--- src/rtl/cee_cfg_pkg.sv ---
// cee_cfg_pkg: widths, FSM states and frame builder for cee_cfg_serializer (CEE_CFG_PARITY_EN appends even parity)
package cee_cfg_pkg;
  localparam int ADDR_W = 8;
  localparam int DATA_W = 15;
  localparam int WORD_W = ADDR_W + DATA_W;
`ifdef CEE_CFG_PARITY_EN
  localparam int FRAME_W = WORD_W + 1;
`else
  localparam int FRAME_W = WORD_W;
`endif
  typedef enum logic [1:0] {IDLE, SHIFT, LOAD, GAP} state_t;
  function automatic logic [FRAME_W-1:0] build_frame(input logic [WORD_W-1:0] w);
`ifdef CEE_CFG_PARITY_EN
    return {w, ^w};
`else
    return w;
`endif
  endfunction
endpackage

--- src/rtl/cee_cfg_fifo.sv ---
// cee_cfg_fifo: first-word-fall-through synchronous FIFO; a push into a full FIFO is taken only alongside a pop
module cee_cfg_fifo #(
  parameter int W     = 23,
  parameter int DEPTH = 4
) (
  input  logic         clk,
  input  logic         rst_n,
  input  logic         push,
  input  logic         pop,
  input  logic [W-1:0] din,
  output logic         full,
  output logic         empty,
  output logic [W-1:0] dout
);
  localparam int AW = $clog2(DEPTH);
  logic [W-1:0] mem [DEPTH];
  logic [AW-1:0] wp, rp;
  logic [AW:0] cnt;
  logic wr, rd;
  assign rd    = pop & ~empty;
  assign wr    = push & (~full | rd);
  assign full  = cnt == (AW+1)'(DEPTH);
  assign empty = cnt == '0;
  assign dout  = mem[rp];
  always_ff @(posedge clk or negedge rst_n)
    if (!rst_n) begin
      wp  <= '0;
      rp  <= '0;
      cnt <= '0;
    end else begin
      wp  <= wp + AW'(wr);
      rp  <= rp + AW'(rd);
      cnt <= cnt + (AW+1)'(wr) - (AW+1)'(rd);
    end
  always_ff @(posedge clk)
    if (wr) mem[wp] <= din;
endmodule

--- src/rtl/cee_cfg_serializer.sv ---
// cee_cfg_serializer: queues SPI config words on cfg_valid rising edges and shifts them MSB-first onto sck/sdo/ld
// Build option: CEE_CFG_PARITY_EN appends an even-parity bit to every frame.
module cee_cfg_serializer
  import cee_cfg_pkg::*;
#(
  parameter int DIV        = 4,
  parameter int FIFO_DEPTH = 4
) (
  input  logic              sys_clk_i,
  input  logic              sys_rstn_i,
  input  logic              cfg_valid,
  input  logic [ADDR_W-1:0] cfg_addr,
  input  logic [DATA_W-1:0] cfg_data,
  input  logic              ovf_clr_i,
  output logic              sck_o,
  output logic              sdo_o,
  output logic              ld_o,
  output logic              busy_o,
  output logic              ovf_o,
  output logic [7:0]        frame_cnt_o
);
  localparam int BW = $clog2(FRAME_W);
  localparam logic [8:0] HALF_END = 9'(DIV - 1);
  localparam logic [8:0] LOAD_END = 9'(2 * DIV - 1);
  state_t state, state_n;
  logic v_q, push_req, push, pop, full, empty, hi, hi_n, frame_done;
  logic [WORD_W-1:0] dout;
  logic [FRAME_W-1:0] sr, sr_n;
  logic [BW-1:0] bit_cnt, bit_n;
  logic [8:0] div_cnt, div_n;
  assign push_req = cfg_valid & ~v_q;
  assign push     = push_req & (~full | pop);
  assign busy_o   = (state != IDLE) | ~empty;
  cee_cfg_fifo #(.W(WORD_W), .DEPTH(FIFO_DEPTH)) u_fifo (
    .clk  (sys_clk_i),
    .rst_n(sys_rstn_i),
    .push (push),
    .pop  (pop),
    .din  ({cfg_addr, cfg_data}),
    .full (full),
    .empty(empty),
    .dout (dout)
  );
  // hi selects the sck-high half of the current bit; div_cnt times each half and the load strobe
  always_comb begin
    state_n    = state;
    sr_n       = sr;
    bit_n      = bit_cnt;
    div_n      = div_cnt + 9'd1;
    hi_n       = hi;
    pop        = 1'b0;
    frame_done = 1'b0;
    case (state)
      IDLE: begin
        div_n = '0;
        hi_n  = 1'b0;
        if (!empty) begin
          pop     = 1'b1;
          sr_n    = build_frame(dout);
          bit_n   = BW'(FRAME_W - 1);
          state_n = SHIFT;
        end
      end
      SHIFT: if (div_cnt == HALF_END) begin
        div_n = '0;
        hi_n  = ~hi;
        if (hi && bit_cnt == '0) state_n = LOAD;
        else if (hi) begin
          sr_n  = sr << 1;
          bit_n = bit_cnt - 1'b1;
        end
      end
      LOAD: if (div_cnt == LOAD_END) begin
        div_n      = '0;
        frame_done = 1'b1;
        state_n    = GAP;
      end
      default: begin
        div_n   = '0;
        state_n = IDLE;
      end
    endcase
  end
  // serial outputs are registered copies of the next state so they carry no decode glitches
  always_ff @(posedge sys_clk_i or negedge sys_rstn_i)
    if (!sys_rstn_i) begin
      state       <= IDLE;
      sr          <= '0;
      bit_cnt     <= '0;
      div_cnt     <= '0;
      hi          <= 1'b0;
      v_q         <= 1'b0;
      sck_o       <= 1'b0;
      sdo_o       <= 1'b0;
      ld_o        <= 1'b0;
      ovf_o       <= 1'b0;
      frame_cnt_o <= '0;
    end else begin
      state       <= state_n;
      sr          <= sr_n;
      bit_cnt     <= bit_n;
      div_cnt     <= div_n;
      hi          <= hi_n;
      v_q         <= cfg_valid;
      sck_o       <= state_n == SHIFT && hi_n;
      sdo_o       <= state_n == SHIFT && sr_n[FRAME_W-1];
      ld_o        <= state_n == LOAD;
      ovf_o       <= (push_req & full & ~pop) | (ovf_o & ~ovf_clr_i);
      frame_cnt_o <= frame_cnt_o + 8'(frame_done);
    end
endmodule

--- config.mk ---
export PLATFORM = sky130hd
export DESIGN_NAME = cee_cfg_serializer
export DESIGN_NICKNAME = d
export VERILOG_FILES = /design/src/rtl/cee_cfg_pkg.sv /design/src/rtl/cee_cfg_fifo.sv /design/src/rtl/cee_cfg_serializer.sv
export SDC_FILE = /design/constraint.sdc
export NUM_CORES = 1
export LEC_CHECK = 0
export CAP_MARGIN = 20
export CORE_MARGIN = 3
export CORE_UTILIZATION = 45
export CTS_BUF_LIST = sky130_fd_sc_hd__clkbuf_4 sky130_fd_sc_hd__clkbuf_8
export CTS_CLUSTER_SIZE = 20
export DETAILED_ROUTE_END_ITERATION = 7
export HOLD_SLACK_MARGIN = 0.02
export SYNTH_ARGS = -nofsm -noshare
export SYNTH_HDL_FRONTEND = slang
export SYNTH_HIERARCHICAL = 1
export SYNTH_SLANG_ARGS = --single-unit
--- constraint.sdc ---
create_clock -name sys_clk_i -period 5.04 [get_ports sys_clk_i]
set_input_delay 1.008 -clock sys_clk_i [delete_from_list [all_inputs] [get_ports sys_clk_i]]
set_output_delay 1.008 -clock sys_clk_i [all_outputs]
set_load 0.01 [all_outputs]
Word level (Yosys, flattened, before mapping)
Memory sizes are Yosys's and may differ from the RTL's.
Cells that the tools add are included.
- reductions and logical operators: 9
- bitwise logic cells: 17
- mux-type cells: 26
- equality and inequality tests: 11
- add/subtract/negate cells: 7
- operator list (cell ; number):
    $mux W23 ; 4
    $pmux W23 S2 ; 1
    $mux W5 ; 4
    $mux W9 ; 2
    $pmux W9 S2 ; 1
    $pmux W5 S2 ; 1
    $add A9 B1 Y9 const B ; 1
    $eq A9 B2 Y1 const B ; 1
    $eq A9 B3 Y1 const B ; 1
    $add A8 B1 Y8 ; 1
    $mux W2 ; 4
    $ne A2 B2 Y1 const B ; 4
    $and A1 B1 Y1 ; 7
    $mux W1 ; 7
    $not A1 Y1 ; 6
    $pmux W2 S3 ; 1
    $logic_not A5 Y1 ; 1
    $reduce_and A5 Y1 ; 1
    $sub A5 B1 Y5 const B ; 1
    $add A2 B1 Y2 ; 2
    $eq A2 B1 Y1 const B ; 2
    $eq A2 B2 Y1 const B ; 2
    $or A1 B1 Y1 ; 4
    $reduce_bool A2 Y1 ; 2
    7 further kinds ; 9
- input port bits: 27
- output and inout bits: 13
- logic and storage cells: 86
- memory bits (writable): 92
- memories kept: 1
- bits in registers: 60
- memory list (name ; words ; width ; rd ports ; clocked after memory_dff ; write ports ; RTL line ; text):
    u_fifo.mem ; 4 ; 23 ; 1 ; 0 ; 1 ; cee_cfg_fifo.sv:16 ; logic [W-1:0] mem [DEPTH];

Depth between registers and ports, before layout
Gate-level depths: netlist of run 1.
- word-level depth: 8
- gate-level depth with buffers: 11
- gate-level depth less buffers: 10

Cells and area by module
The synthesis of run 1 kept the hierarchy.
- by module, submodules not included (module ; area each (µm²) ; times used ; cells an instance):
    cee_cfg_fifo ; 3741.1 ; 1 ; 152
    cee_cfg_serializer ; 2637.5 ; 1 ; 230

Worst setup path before layout of run 1
OpenSTA, ideal clock, no wires.
- kind: input to register
- start: input cfg_valid
- end: memory u_fifo.mem[1][0], enable pin
- required time: 4603 ps
- setup slack: 1328 ps
- buffers on the path: 0
- stages on the path: 4
- arrival: 3275 ps
- cell sequence: nand2b_1 -> a21oi_1 -> o41ai_4 -> nor3b_1
- word-level cells in the longest chain between the ends: 5
- RTL lines (element ; RTL line ; text):
    from (decl) ; cee_cfg_serializer.sv:11 ; input logic cfg_valid,
    $and A1 B1 Y1 ; cee_cfg_serializer.sv:31 ; assign push_req = cfg_valid & ~v_q;
    $and A1 B1 Y1 ; cee_cfg_serializer.sv:32 ; assign push = push_req & (~full | pop);
    via push ; cee_cfg_serializer.sv:26 ; logic v_q, push_req, push, pop, full, empty, hi, hi_n, frame_done;
    $and A1 B1 Y1 ; cee_cfg_fifo.sv:21 ; assign wr = push & (~full | rd);
    $mux W1 ; cee_cfg_fifo.sv:36 ; if (wr) mem[wp] <= din;
    $mux W1 (not written as such) ; cee_cfg_fifo.sv:36 ;
    to (decl) ; cee_cfg_fifo.sv:16 ;
The timed path passes the listed nets, and every way through them passes these cells.

Final worst setup path of run 1
- start: register state[0]
- end: output busy_o
- word-level cells in the longest chain between the ends: 2
- RTL lines (element ; RTL line ; text):
    from (decl) ; cee_cfg_serializer.sv:25 ; state_t state, state_n;
    from (signal assigned) ; cee_cfg_serializer.sv:99 ; state <= state_n;
    $reduce_bool A2 Y1 ; cee_cfg_serializer.sv:33 ; assign busy_o = (state != IDLE) | ~empty;
    $or A1 B1 Y1 ; cee_cfg_serializer.sv:33 ;
    to (decl) ; cee_cfg_serializer.sv:18 ; output logic busy_o,
Every way passes these cells.

==> key figures, run 1 <==
Floorplanning
  • Initial core utilization: 47.0%
  • Total Die Area: 15600 sq um
  • Row count: 42
  • Core ar.: 13600 sq um
  • Die W: 125 um
  • I/O Pins: 40
  • Die Y: 125 um

Placed design
  • Routability congestion estimate from global placement: 0.817
  • Hpwl dp: 6740 um
  • Cell Area, Placed: 6960 sq um
  • Port Buffers: 39

Clock network
  • Clock Latency Late Sink: 0.45 ns
  • Longest Clk Path Bufs: 2
  • TritonCTS buffer count: 17
  • CTS H-tree depth: 4
  • Hold buffers post-CTS: 0
  • Post-CTS Setup Bufs: 0
  • Clk slew on worst S/H paths: 0.08 ns
  • Clock root buffer master: clkbuf_8
  • CTS Sinks: 152
  • PostCTS Resize Cnt: 0
  • TritonCTS clock tree: yes

Timing
  • Max_slew headroom: 32.8%
  • Max Freq: 0.310 GHz
  • Final TNS setup: 0 ns
  • Worst Max-Slew Pin Slew: 0.994 ns
  • Pins Over Slew Limit: 0
  • RSZ-0062 raised after global routing: no
  • Worst clock skew: 0.0132 ns
  • Worst hold slack: 0.475 ns
  • Final Hold Violating Endpoints: 0
  • Min cycle time layout: 3.23 ns
  • Setup Viol. Count Final: 0
  • Tcrit/Tclk final: 64.1%

Synth
  • Sequential area share after synthesis: 66.8%
  • Most instantiated cells after synthesis: edfxtp_1 (92), dfrtp_1 (60), mux2_2 (21)
  • Netlist cell types: 56
  • Asr flop ratio synth: 39.5%
  • Synth top area share: 43.3%
  • Main synth FF type: edfxtp_1
  • Largest area contributor in the netlist: edfxtp_1
  • Yosys warning count: 6
  • Syn Area/Cell: 16.7 sq um
  • Count leader, synth: edfxtp_1
  • Synth top area cells: edfxtp_1 (43%), dfrtp_1 (24%), mux4_2 (7.1%)
  • Post-synth EDFFs: 92
  • Cells after Synth: 382
  • Cell Area, Synth: 6380 sq um
  • Yosys reg bits: 152
  • Syn Nets: 422

Finish
  • Multi-input logic area: 1970 sq um
  • Ant. Diodes: 0
  • Fillers: 1096
  • Layout cells sized above 1: 20.9%
  • Finished Cell Area: 7340 sq um
  • Area delta synth->final: 15.1%
  • Reg area: 4260 sq um
  • Nets: 474

Global route
  • Global route total overflow: 0
  • GRT Total Usage: 14.9%
  • First-pass GRT wire length: 18300 um
  • Number of global-route vias before repair: 3506
  • Initial antenna violation count: 0
  • Largest net degree at the start of global routing: 39

Flow run
  • Max_cap viols: 0

Detailed routing
  • First-pass detailed-route iteration total: 6
  • Vias per inst: 5.45
  • Vias: 3392
  • Final WL: 11100 um
  • Wire length per cell: 17.8 um
  • Routed Antenna Nets: 0
  • Remaining DRCs: 0
  • Drt initial violations: 197

Critical path
  • Worst path required time: 4.03 ns
  • CP Buf/Inv Count: 3
  • Critical path origin: state[0]
  • Crit. End Element: primary output
  • Max stage delay cell, worst path: clkdlybuf4s50_1
  • CP most frequent cell: inv_1
  • Crit-path max FO: 7
  • CP Class: reg2out
  • Crit-path cells: inv_1, ha_1, and2_1, inv_1, clkdlybuf4s50_1
  • Worst r2r src: state[1]
  • Top Family by Delay on Critical Path: buffers and inverters
  • Worst Path Arrival: 2.22 ns
  • Crit-path max cell delay: 0.58 ns
  • Worst setup SP type: flop

Hold path
  • HP Start: frame_cnt_o[7]
  • Worst hold path class: reg2reg

Run status
  • Run status: finished, final reports clean

Power and ir drop
  • PwrDens: 353 nW/um^2
  • VDD IR max: 0.000221 V
  • LEAKAGE: 0.00275 uW
## worst paths after layout
path,endpoint,slack [ns],cells past startpoint
max,busy_o,1.81,5
min,frame_cnt_o[7],0.48,1
max reg2reg,sr[17],2.12,6
min reg2reg,frame_cnt_o[7],0.48,1
max in group asynchronous,div_cnt[7],3.63,2
min in group asynchronous,frame_cnt_o[5],0.53,1
## flip-flops by register name, summed over array words and instances (netlist names)
| signal | cells |
|---|---|
| sr | 23 |
| ovf_o | 1 |
| div_cnt | 9 |
| bit_cnt | 5 |
| u_fifo/cnt | 3 |
| frame_cnt_o | 8 |
| u_fifo/wp | 2 |
| v_q | 1 |
| sck_o | 1 |
| u_fifo/rp | 2 |
| ld_o | 1 |
| hi | 1 |
| u_fifo/mem | 92 |
| sdo_o | 1 |
| state | 2 |
## layer usage
metal / GRT usage [%] / routed length, um
met3: 4.31 / 493
met1: 18.9 / 4810
met2: 24.8 / 5610
met5: 0 / 0
met4: 5.04 / 139
## cell families (layout without fill, tap and decap cells)
logic type               Yosys count  in the layout  synth area share (%)
adder cells (fa/ha/maj)           13             13                  2.67
buffers and inverters             31             95                  2.75
XOR/XNOR                          17             17                  2.33
flip-flops                       152            152                  66.8
AO/OA/AOI/OAI                     45             45                  6.02
AND/OR/NAND/NOR                   76             76                  6.75
multiplexers                      48             48                  12.6
## layout make-up
cell class,count,share of cell area (%)
inverters,16,0.818
clock buffers,17,3.19
well taps,176,3.00
clock inverters,14,2.01
flip-flops and latches,152,58.1
repair buffers,48,6.17
multi-input cells,199,26.8
## cell usage in the layout (no fill, tap or decap), types with 3 or more instances in the layout
cell,count
ha_1,12
mux2i_1,4
a22o_1,20
mux4_2,20
nor2_1,17
xnor2_1,10
nor3_1,4
edfxtp_1,92
inv_1,15
clkdlybuf4s50_1,38
nand2_1,9
inv_6,5
o21ai_0,4
clkbuf_8,17
buf_4,9
nand3_1,10
dfrtp_1,60
o31ai_1,3
xor2_1,7
a21oi_1,3
mux2_2,21
and3_1,4
nand4_1,3
mux4_1,3
nand2b_1,3
clkinv_1,4
## through the flow
stage	total power, uW	cells	worst slack (ns)	util [%]
floorplan	1620	382	1.33	-
global route	2710	622	1.68	54.2
global placement	1710	591	1.95	51.4
detailed placement	1720	591	1.88	51.4
finish	2590	622	1.81	54.2
CTS	2620	622	1.78	54.2
## where the power goes
part / total, uW / internal, uW / switching [uW]
Sequential: 1480 / 1430 / 51.1
Clock: 903 / 441 / 462
Combinational: 207 / 90.2 / 117
Total: 2590 / 1960 / 630
(Power assumes the default switching activity.)
==> run 2, diff against run 1 <==
--- a/config.mk
+++ b/config.mk
@@ -12,6 +12,7 @@
 export CTS_CLUSTER_SIZE = 20
 export DETAILED_ROUTE_END_ITERATION = 7
 export HOLD_SLACK_MARGIN = 0.02
+export PLACE_DENSITY = 0.66
 export SYNTH_ARGS = -nofsm -noshare
 export SYNTH_HDL_FRONTEND = slang
 export SYNTH_HIERARCHICAL = 1
==> constraint.sdc (replaced) <==
create_clock -name sys_clk_i -period 2.8 [get_ports sys_clk_i]
set_input_delay 0.56 -clock sys_clk_i [delete_from_list [all_inputs] [get_ports sys_clk_i]]
set_output_delay 0.56 -clock sys_clk_i [all_outputs]
set_load 0.01 [all_outputs]
==> run 2 against run 1 <==
Net effect: power increased by 77%; final cell count increased by 2.3%; critical path type unchanged; worst hold slack got worse by 0.29 ns; largest cell class unchanged; via count increased by 1.9%.
==> key figures, run 2 (synthesis gave the netlist of run 1 again) <==
Run status
  • Run status: finished, final reports clean

Timing
  • Final TNS setup: 0 ns (unchanged)
  • Setup Viol. Count Final: 0 (unchanged)
  • Max_slew headroom: 41.5% (+8.7 points)
  • Worst clock skew: 0.0122 ns (-0.00105 ns)
  • Worst Max-Slew Pin Slew: 0.870 ns (-0.124 ns)
  • RSZ-0062 raised after global routing: no
  • Max Freq: 0.377 GHz
  • Worst hold slack: 0.185 ns (-0.290 ns)
  • Min cycle time layout: 2.65 ns
  • Pins Over Slew Limit: 0 (unchanged)
  • Tcrit/Tclk final: 94.8%
  • Final Hold Violating Endpoints: 0 (unchanged)

Critical path
  • Worst R2R End: sr[11]
  • Crit-path max FO: 7 (unchanged)
  • Crit. End Element: primary output
  • Max stage delay cell, worst path: clkdlybuf4s50_1
  • Worst r2r src: div_cnt[4]
  • Worst Path Arrival: 2.09 ns (-0.13 ns)
  • Crit-path cells: inv_1, ha_1, and2_1, inv_2, clkdlybuf4s50_1
  • Worst path required time: 2.24 ns (-1.79 ns)
  • Crit-path max cell delay: 0.56 ns (-0.02 ns)
  • R2r setup slk: 0.33 ns (-1.79 ns)
  • CP Class: reg2out
  • Worst setup SP type: flop
  • Worst r2r path cells: 5 (-1)

Detailed routing
  • Remaining DRCs: 0 (unchanged)
  • Routed Antenna Nets: 0 (unchanged)
  • Vias per inst: 5.43 (-0.38%)
  • Vias: 3455 (+1.9%)
  • Final WL: 10900 um (-1.7%)
  • Wire length per cell: 17.1 um (-3.9%)
  • First-pass detailed-route iteration total: 4 (-2)
  • Drt initial violations: 204 (+3.6%)

Finish
  • Most flops, register: u_fifo/mem
  • Nets: 487 (+2.7%)
  • Post-route core utilization: 55.3% (+1.1 points)
  • Leading registers by flop count: u_fifo/mem (92), sr (23), div_cnt (9)
  • Ant. Diodes: 0 (unchanged)
  • Area delta synth->final: 17.5%
  • Layout cells sized above 1: 24.1% (+3.3 points)
  • Max reg flops: 92 (unchanged)
  • Most common cell after layout, fill and taps aside: edfxtp_1
  • Most frequent cells in the layout: edfxtp_1 (92), dfrtp_1 (59), clkdlybuf4s50_1 (38), mux2_2 (21)

Clock network
  • Clk slew on worst S/H paths: 0.09 ns (about the same)
  • CTS H-tree depth: 4 (unchanged)
  • Clock Latency Late Sink: 0.44 ns (about the same)
  • Longest Clk Path Bufs: 2 (unchanged)
  • TritonCTS buffer count: 17 (unchanged)
  • Clock root buffer master: clkbuf_8
  • Hold buffers post-CTS: 0 (unchanged)
  • CTS Sinks: 152 (unchanged)
  • TritonCTS clock tree: yes

Power and ir drop
  • VDD IR max: 0.000428 V (+94%)
  • Switching share of power: 24.6% (+0.27 points)
  • Tot Pwr: 4600 uW (+77%)
  • Combinational fraction of design power: 9.0% (+1.0 points)
  • Sequential fraction of design power: 58.2% (+1.0 points)
  • Internal: 3470 uW (+77%)
  • Clock power frac: 32.8% (-2.0 points)
  • P_sw: 1130 uW (+79%)
  • PwrDens: 614 nW/um^2 (+74%)
  • LEAKAGE: 0.00283 uW (+2.9%)

Global route
  • Met3 Use GR: 5.03% (+0.72 points)
  • GRT busiest layer: met2
  • M1 GR Usage: 18.4% (-0.50 points)
  • First-pass GRT wire length: 18100 um (-0.90%)
  • Initial antenna violation count: 0 (unchanged)
  • Global route total overflow: 0 (unchanged)
  • Routing usage on met2: 24.6% (-0.25 points)
  • GRT Total Usage: 14.7% (-0.20 points)
  • Number of global-route vias before repair: 3631 (+3.6%)
  • Largest net degree at the start of global routing: 33 (-15%)

Floorplanning
  • Row count: 42 (unchanged)
  • Die W: 125 um (unchanged)
  • Core ar.: 13600 sq um (unchanged)
  • Die Y: 125 um (unchanged)
  • Initial core utilization: 47.0% (unchanged)
  • I/O Pins: 40 (unchanged)
  • Total Die Area: 15600 sq um (unchanged)

Hold path
  • Worst hold path class: in2async

Placed design
  • Routability congestion estimate from global placement: 0.774 (-5.3%)
  • Port Buffers: 39 (unchanged)
  • Hpwl dp: 6850 um (+1.7%)

Flow run
  • Max_cap viols: 0 (unchanged)
==> run 2: cell count changes in the layout (fill, tap and decap cells not counted), moves of 2 or more <==
cell / before / now
bufinv_16: 2 / 0
buf_4: 9 / 18
buf_12: 0 / 4
clkbuf_8: 17 / 19
nor3b_2: 2 / 0
clkbuf_4: 0 / 2
clkinv_1: 4 / 2
nor3b_4: 0 / 2
==> run 2: worst max-delay path by stage <==
stage	slack, ns	end	startpoint	cells past startpoint
3_3_place_gp	0.33	u_fifo/cnt[2]	cfg_valid	9
2_1_floorplan	-0.06	u_fifo/mem[1][0]	state[0]	7
5_1_grt	0.007	busy_o	state[0]	5
4_1_cts	0.06	busy_o	state[0]	5
6_report	0.15	busy_o	state[0]	5
3_5_place_dp	0.29	u_fifo/cnt[2]	cfg_valid	9
==> run 2: through the flow <==
stage          cell area [sq um]  worst slack [ns]  instances
2_1_floorplan               6400           -0.0587        382
3_3_place_gp                7100             0.335        600
3_5_place_dp                7100             0.294        600
4_1_cts                     7460            0.0607        632
5_1_grt                     7490           0.00709        636
6_report                    7490             0.145        636
==> run 2: worst max-delay path, delay by kind of cell (launching register included) <==
family | cells | cell delay (ns)
adder cells (fa/ha/maj) | 1 | 0.25
buffers and inverters | 3 | 0.78
flip-flops | 1 | 0.38
AND/OR/NAND/NOR | 1 | 0.23
==> run 2: metal layers <==
metal,up-vias,part of all wire [%],routed length (um)
met3,11,4.2,454
met4,0,1.1,115
met1,1782,45,4840
li1,1602,-,-
met2,60,50,5460
met5,-,0,0
==> run 2: what timing repair did <==
| item | CTS | global route |
|---|---|---|
| hold endpoints to repair | 0 | 0 |
| endpoints found under the setup margin | 1 | 1 |
| resized for setup | 1 | 1 |
| setup buffers | 0 | 4 |
==> run 2: layout make-up <==
type | instances | area [sq um]
fill | 1084 | 6060
tap | 176 | 220
inverter | 16 | 60.1
sequential | 152 | 4270
clock inverter | 11 | 87.6
multi-input combinational | 199 | 1980
timing repair buffer | 61 | 601
clock buffer | 21 | 277
==> run 2: power groups by stage <==
stage | Combinational [uW] | Clock, uW | Sequential (uW)
2_1_floorplan | 225 | 0 | 2700
3_3_place_gp | 418 | 0 | 2720
3_5_place_dp | 430 | 0 | 2730
4_1_cts | 428 | 1560 | 2680
5_1_grt | 463 | 1660 | 2700
6_report | 415 | 1510 | 2680
